File: src/rtl/sram_byte_responder.sv
// Byte-read responder over a word SRAM: requests queue in a FIFO, one FSM serves them in order.
// Optional single-word read buffer is enabled by defining SRAM_RESP_WORD_BUFFER_EN.
module sram_byte_responder #(
  parameter logic [31:0] BASE_ADDR  = 32'h1000_0000,
  parameter logic [31:0] SIZE_BYTES = 32'h0000_1000,
  parameter int unsigned FIFO_DEPTH = 4
) (
  input  logic        clk,
  input  logic        rst_n,
  input  logic        req_i,
  input  logic [31:0] addr_i,
  output logic [7:0]  rdata_o,
  output logic        rvalid_o,
  output logic        err_o,
  output logic        overflow_o,
  output logic        busy_o,
  output logic        mem_req_o,
  output logic [31:0] mem_addr_o,
  input  logic        mem_gnt_i,
  input  logic        mem_rvalid_i,
  input  logic [31:0] mem_rdata_i
);

  localparam int unsigned PW = (FIFO_DEPTH > 1) ? $clog2(FIFO_DEPTH) : 1;
  localparam logic [PW:0] DEPTH_C = (PW+1)'(FIFO_DEPTH);

  typedef enum logic [1:0] {IDLE, ISSUE, WAIT, RESP} state_e;

  function automatic logic [7:0] lane(input logic [31:0] w, input logic [1:0] sel);
    return w[{sel, 3'b000} +: 8];
  endfunction

  state_e        state_q, state_d;
  logic [31:0]   fifo_q [FIFO_DEPTH];
  logic [PW-1:0] wr_ptr_q, wr_ptr_d, rd_ptr_q, rd_ptr_d;
  logic [PW:0]   cnt_q, cnt_d;
  logic          overflow_q, overflow_d;
  logic [31:0]   addr_q, addr_d;
  logic [7:0]    rdat_q, rdat_d;
  logic          rerr_q, rerr_d;

  logic          fifo_empty, fifo_full, push, pop, drop;
  logic [31:0]   head_addr, head_off;
  logic          head_in_win, buf_hit;
  logic [7:0]    buf_byte;

  assign fifo_empty  = (cnt_q == '0);
  assign fifo_full   = (cnt_q == DEPTH_C);
  assign pop         = (state_q == IDLE) && !fifo_empty;
  assign push        = req_i && (!fifo_full || pop);
  assign drop        = req_i && fifo_full && !pop;
  assign head_addr   = fifo_q[rd_ptr_q];
  // Unsigned wrap makes addresses below BASE_ADDR land far outside the window.
  assign head_off    = head_addr - BASE_ADDR;
  assign head_in_win = (head_off < SIZE_BYTES);

  always_comb begin
    wr_ptr_d   = wr_ptr_q;
    rd_ptr_d   = rd_ptr_q;
    cnt_d      = cnt_q;
    overflow_d = overflow_q | drop;
    if (push) wr_ptr_d = wr_ptr_q + 1'b1;
    if (pop)  rd_ptr_d = rd_ptr_q + 1'b1;
    case ({push, pop})
      2'b10:   cnt_d = cnt_q + 1'b1;
      2'b01:   cnt_d = cnt_q - 1'b1;
      default: cnt_d = cnt_q;
    endcase
  end

  always_ff @(posedge clk) begin
    if (push) fifo_q[wr_ptr_q] <= addr_i;
  end

  always_ff @(posedge clk or negedge rst_n) begin
    if (!rst_n) begin
      wr_ptr_q   <= '0;
      rd_ptr_q   <= '0;
      cnt_q      <= '0;
      overflow_q <= 1'b0;
    end else begin
      wr_ptr_q   <= wr_ptr_d;
      rd_ptr_q   <= rd_ptr_d;
      cnt_q      <= cnt_d;
      overflow_q <= overflow_d;
    end
  end

`ifdef SRAM_RESP_WORD_BUFFER_EN
  logic        buf_vld_q;
  logic [29:0] buf_tag_q;
  logic [31:0] buf_dat_q;

  always_ff @(posedge clk or negedge rst_n) begin
    if (!rst_n) begin
      buf_vld_q <= 1'b0;
      buf_tag_q <= '0;
      buf_dat_q <= '0;
    end else if (state_q == WAIT && mem_rvalid_i) begin
      buf_vld_q <= 1'b1;
      buf_tag_q <= addr_q[31:2];
      buf_dat_q <= mem_rdata_i;
    end
  end

  assign buf_hit  = buf_vld_q && (buf_tag_q == head_addr[31:2]);
  assign buf_byte = lane(buf_dat_q, head_addr[1:0]);
`else
  assign buf_hit  = 1'b0;
  assign buf_byte = 8'h00;
`endif

  always_ff @(posedge clk or negedge rst_n) begin
    if (!rst_n) state_q <= IDLE;
    else        state_q <= state_d;
  end

  always_comb begin
    state_d = state_q;
    case (state_q)
      IDLE: begin
        if (!fifo_empty) begin
          if (!head_in_win || buf_hit) state_d = RESP;
          else                         state_d = ISSUE;
        end
      end
      ISSUE:   if (mem_gnt_i)    state_d = WAIT;
      WAIT:    if (mem_rvalid_i) state_d = RESP;
      RESP:    state_d = IDLE;
      default: state_d = IDLE;
    endcase
  end

  // Response data/err are settled before RESP so the strobe cycle only gates them.
  always_comb begin
    addr_d = addr_q;
    rdat_d = rdat_q;
    rerr_d = rerr_q;
    if (pop) begin
      addr_d = head_addr;
      rerr_d = !head_in_win;
      rdat_d = (head_in_win && buf_hit) ? buf_byte : 8'h00;
    end else if (state_q == WAIT && mem_rvalid_i) begin
      rdat_d = lane(mem_rdata_i, addr_q[1:0]);
    end
  end

  always_ff @(posedge clk or negedge rst_n) begin
    if (!rst_n) begin
      addr_q <= '0;
      rdat_q <= '0;
      rerr_q <= 1'b0;
    end else begin
      addr_q <= addr_d;
      rdat_q <= rdat_d;
      rerr_q <= rerr_d;
    end
  end

  always_comb begin
    rvalid_o   = 1'b0;
    rdata_o    = 8'h00;
    err_o      = 1'b0;
    mem_req_o  = 1'b0;
    mem_addr_o = 32'h0;
    overflow_o = overflow_q;
    busy_o     = !fifo_empty || (state_q != IDLE);
    case (state_q)
      ISSUE: begin
        mem_req_o  = 1'b1;
        mem_addr_o = {addr_q[31:2], 2'b00};
      end
      RESP: begin
        rvalid_o = 1'b1;
        rdata_o  = rdat_q;
        err_o    = rerr_q;
      end
      default: ;
    endcase
  end

endmodule

File: config.mk
export PLATFORM = sky130hd
export DESIGN_NAME = sram_byte_responder
export DESIGN_NICKNAME = d
export VERILOG_FILES = /design/src/rtl/sram_byte_responder.sv
export SDC_FILE = /design/constraint.sdc
export NUM_CORES = 1
export LEC_CHECK = 0
export ABC_AREA = 1
export ABC_CLOCK_PERIOD_IN_PS = 2800
export CAP_MARGIN = 20
export CORE_ASPECT_RATIO = 1.5
export CORE_MARGIN = 10
export CORE_UTILIZATION = 29
export DETAILED_ROUTE_END_ITERATION = 10
export PLACE_DENSITY = 0.59
export SLEW_MARGIN = 20
export SYNTH_ARGS = -nofsm -noshare
export SYNTH_HDL_FRONTEND = slang
export SYNTH_SLANG_ARGS = --single-unit
export TNS_END_PERCENT = 100
File: constraint.sdc
create_clock -name clk -period 2.8 [get_ports clk]
set_input_delay 0.56 -clock clk [delete_from_list [all_inputs] [get_ports clk]]
set_output_delay 0.56 -clock clk [all_outputs]
set_load 0.05 [all_outputs]
==> results.md <==
* Pin count of the biggest net entering global routing at 66
* Crit Path Class: register to output pin
* Vias per Instance at 4.438
* Clock Sinks at 179
* Commonest register cell after synthesis: edfxtp_1
* Die Ht at 217.7 um
* GRT Total Usage at 0.1091
* Full die area at 0.03305 mm2
* VDD IR max at 515.6 uV
* # IOs at 114
* Inst Count DP at 1131
* Data arrival time of the worst path at 2.11 ns
* Initial Util at 0.2933
* Slew HR at 0.4713
* CTS hold repair buffers at 0
* Core Area at 0.02576 mm2
* Seq cells post-synth at 179
* Post-route ant nets at 0
* Fin Hold WS at 0.1229 ns
* DRC errors left at 0
* FMAX at 0.3744 GHz
* Die Span X at 151.8 um
* Pre-CTS setup slack at 0.5647 ns
* Synth warn at 0
* CP Launch Type: register
* Critical R2R Launch: state_q[0]$_DFFE_PN0P_
* Count of cell types in the netlist at 27
* CP Max Fanout at 10
* CTS-repair resized insts at 0
* Num CTS Buffers at 17
* # rows at 72
* CTS tree: yes
* Met1 capacity usage during global routing at 0.1243
* Initial DRC count at 254
* H-tree Lvls at 4
* Setup crit end kind: output pin
* GRT Max-Usage Layer: met2
* Final core utilization at 0.3874
* CTS root buf: clkbuf_16
* Final net count at 897
* Drt pass-1 iters at 4
* Sequential-to-total area share from yosys stat at 0.6775
* Total Power at 10.97 mW
* Placed Area at 0.009376 mm2
* Area share of the largest cell type after synthesis at 0.5086
* Clock Skews at 0.008323 ns
* Final min period at 2.671 ns
* # setup viols final at 0
* Clock transition at path regs at 0.07 ns
* GR Util met2 at 0.1899
* Post-Syn Area at 0.007557 mm2
* Buffers added on ports at 111
* Worst setup path startpoint: state_q[1]$_DFFE_PN0P_
* Area leader, netlist: edfxtp_1
* Layout cells sized above 1 at 0.09880
* Finished Cell Area at 0.009982 mm2
* WP data required at 2.24 ns
* Cell Pwr Density at 1099 mW/mm2
* Max Cap Viol at 0
* Estimated wirelength of the detail-placed design at 12.16 mm
* Fill count at 2497
* Final GP Congestion at 0.7733
* Ys async rst share at 0.2849
* Leakage at 4.071 nW
* Mean Syn Cell Area at 10.61 um2
* Vias at 5170
* Avg WL per Cell at 15.71 um
* Initial antenna violation count at 1
* Hold Crit Class: input pin to async pin
* Setup TNS at 0 ns
* RSZ-0062 raised after global routing: no
* Cells after Synth at 712
* Final Non-Filler Cells at 1165
* Hold Vio Cnt, Final at 0
* Status: complete, no violations
* Final Max Slew Viols at 0
* Post-CTS setup buffer count at 0
* Clock Tree Buf Depth at 2
* EDFF count, synth at 128
* Worst setup margin at 0.1289 ns
* WL final at 18.30 mm
* Clock Latency Late Sink at 0.42 ns
* Top post-synthesis cells by area: edfxtp_1 (51%), dfrtp_1 (17%), nand2_1 (10%), o21ai_0 (3.6%), nand3_1 (3.5%)
* Vias in the first global route at 5069
* Final worst path period share at 0.9540
* Global-route wire length before repair at 28.81 mm
* Worst slew pin tran at 0.7922 ns
* Area Growth Syn to Fin at 32.09%
* M3 GR Usage at 0.02862
* Total gr overflow at 0
## power breakdown
group	switching [mW]	internal [mW]	total [mW]
combinational	3.04	1.67	4.71
sequential	0.265	3.61	3.88
clock	0.959	1.42	2.38
total	4.26	6.71	11.0
## metal layers
| metal | part of all wire | wire (um) |
|---|---|---|
| met5 | 0 | 0 |
| met4 | 0.023 | 430 |
| met3 | 0.044 | 802 |
| met2 | 0.51 | 9283 |
| met1 | 0.43 | 7787 |
## sequential cells by signal, indices dropped and copies added, names as in the netlist
name / cells
cnt_q: 3
fifo_q: 128
addr_q: 32
state_q: 2
overflow_o: 1
wr_ptr_q: 2
rd_ptr_q: 2
rerr_q: 1
rdat_q: 8
## cell usage after synthesis (all sizes together) (2+ instances only)
cell    instances
nand2         202
edfxtp        128
nor2           69
inv            59
o21ai          55
nand3          53
dfrtp          51
buf            27
a21oi          13
clkbuf         12
a31oi          10
ha             10
a32o            8
xor2            3
clkinv          2
nand4           2
o22ai           2
## worst paths after layout
path	cells past startpoint	to	slack, ns
setup / recovery	4	err_o	0.13
hold / removal	1	addr_q[9]$_DFFE_PN0N_	0.12
setup reg to reg	7	rdat_q[7]$_DFFE_PN0P_	0.63
hold reg to reg	2	addr_q[15]$_DFFE_PN0N_	0.49
max in group asynchronous	2	addr_q[27]$_DFFE_PN0N_	2.09
min in group clk	2	addr_q[15]$_DFFE_PN0N_	0.49
## cells in the final DEF (no fill, tap or decap), types with 17 or more instances in the layout
master	netlist	final
edfxtp_1	128	128
inv_1	57	57
clkbuf_16	0	17
dfrtp_1	51	50
clkdlybuf4s50_1	0	79
nand2_1	202	202
o21ai_0	55	55
nor2_1	69	65
buf_12	0	36
nand3_1	53	53
## critical path: stages (launching register included)
cell,delay [ns]
dfrtp_1,0.38
ha_1,0.36
nand2_1,0.09
inv_1,0.07
clkdlybuf4s50_1,0.79
## kinds of logic (layout without fill, tap and decap cells)
logic type,count (synthesis),in the layout,share of synthesized area
fa+ha+maj,11,11,0.01921
flops,179,179,0.6775
other cells,1,4,0.0004962
simple gates,327,327,0.1720
compound gates,90,90,0.06772
buf+inv,100,217,0.05844
xor+xnor,4,4,0.004637
## cell type report
class | count | area, um2 | area share
Clock buffer | 19 | 442.9 | 0.04437
Inverter | 61 | 229.0 | 0.02294
Sequential cell | 179 | 5121 | 0.5130
Timing Repair Buffer | 124 | 1577 | 0.1579
Clock inverter | 13 | 157.7 | 0.01579
Tap cell | 333 | 416.7 | 0.04174
Antenna cell | 2 | 5.005 | 0.0005014
Multi-Input combinational cell | 434 | 2033 | 0.2037
(Power assumes the default switching activity.)
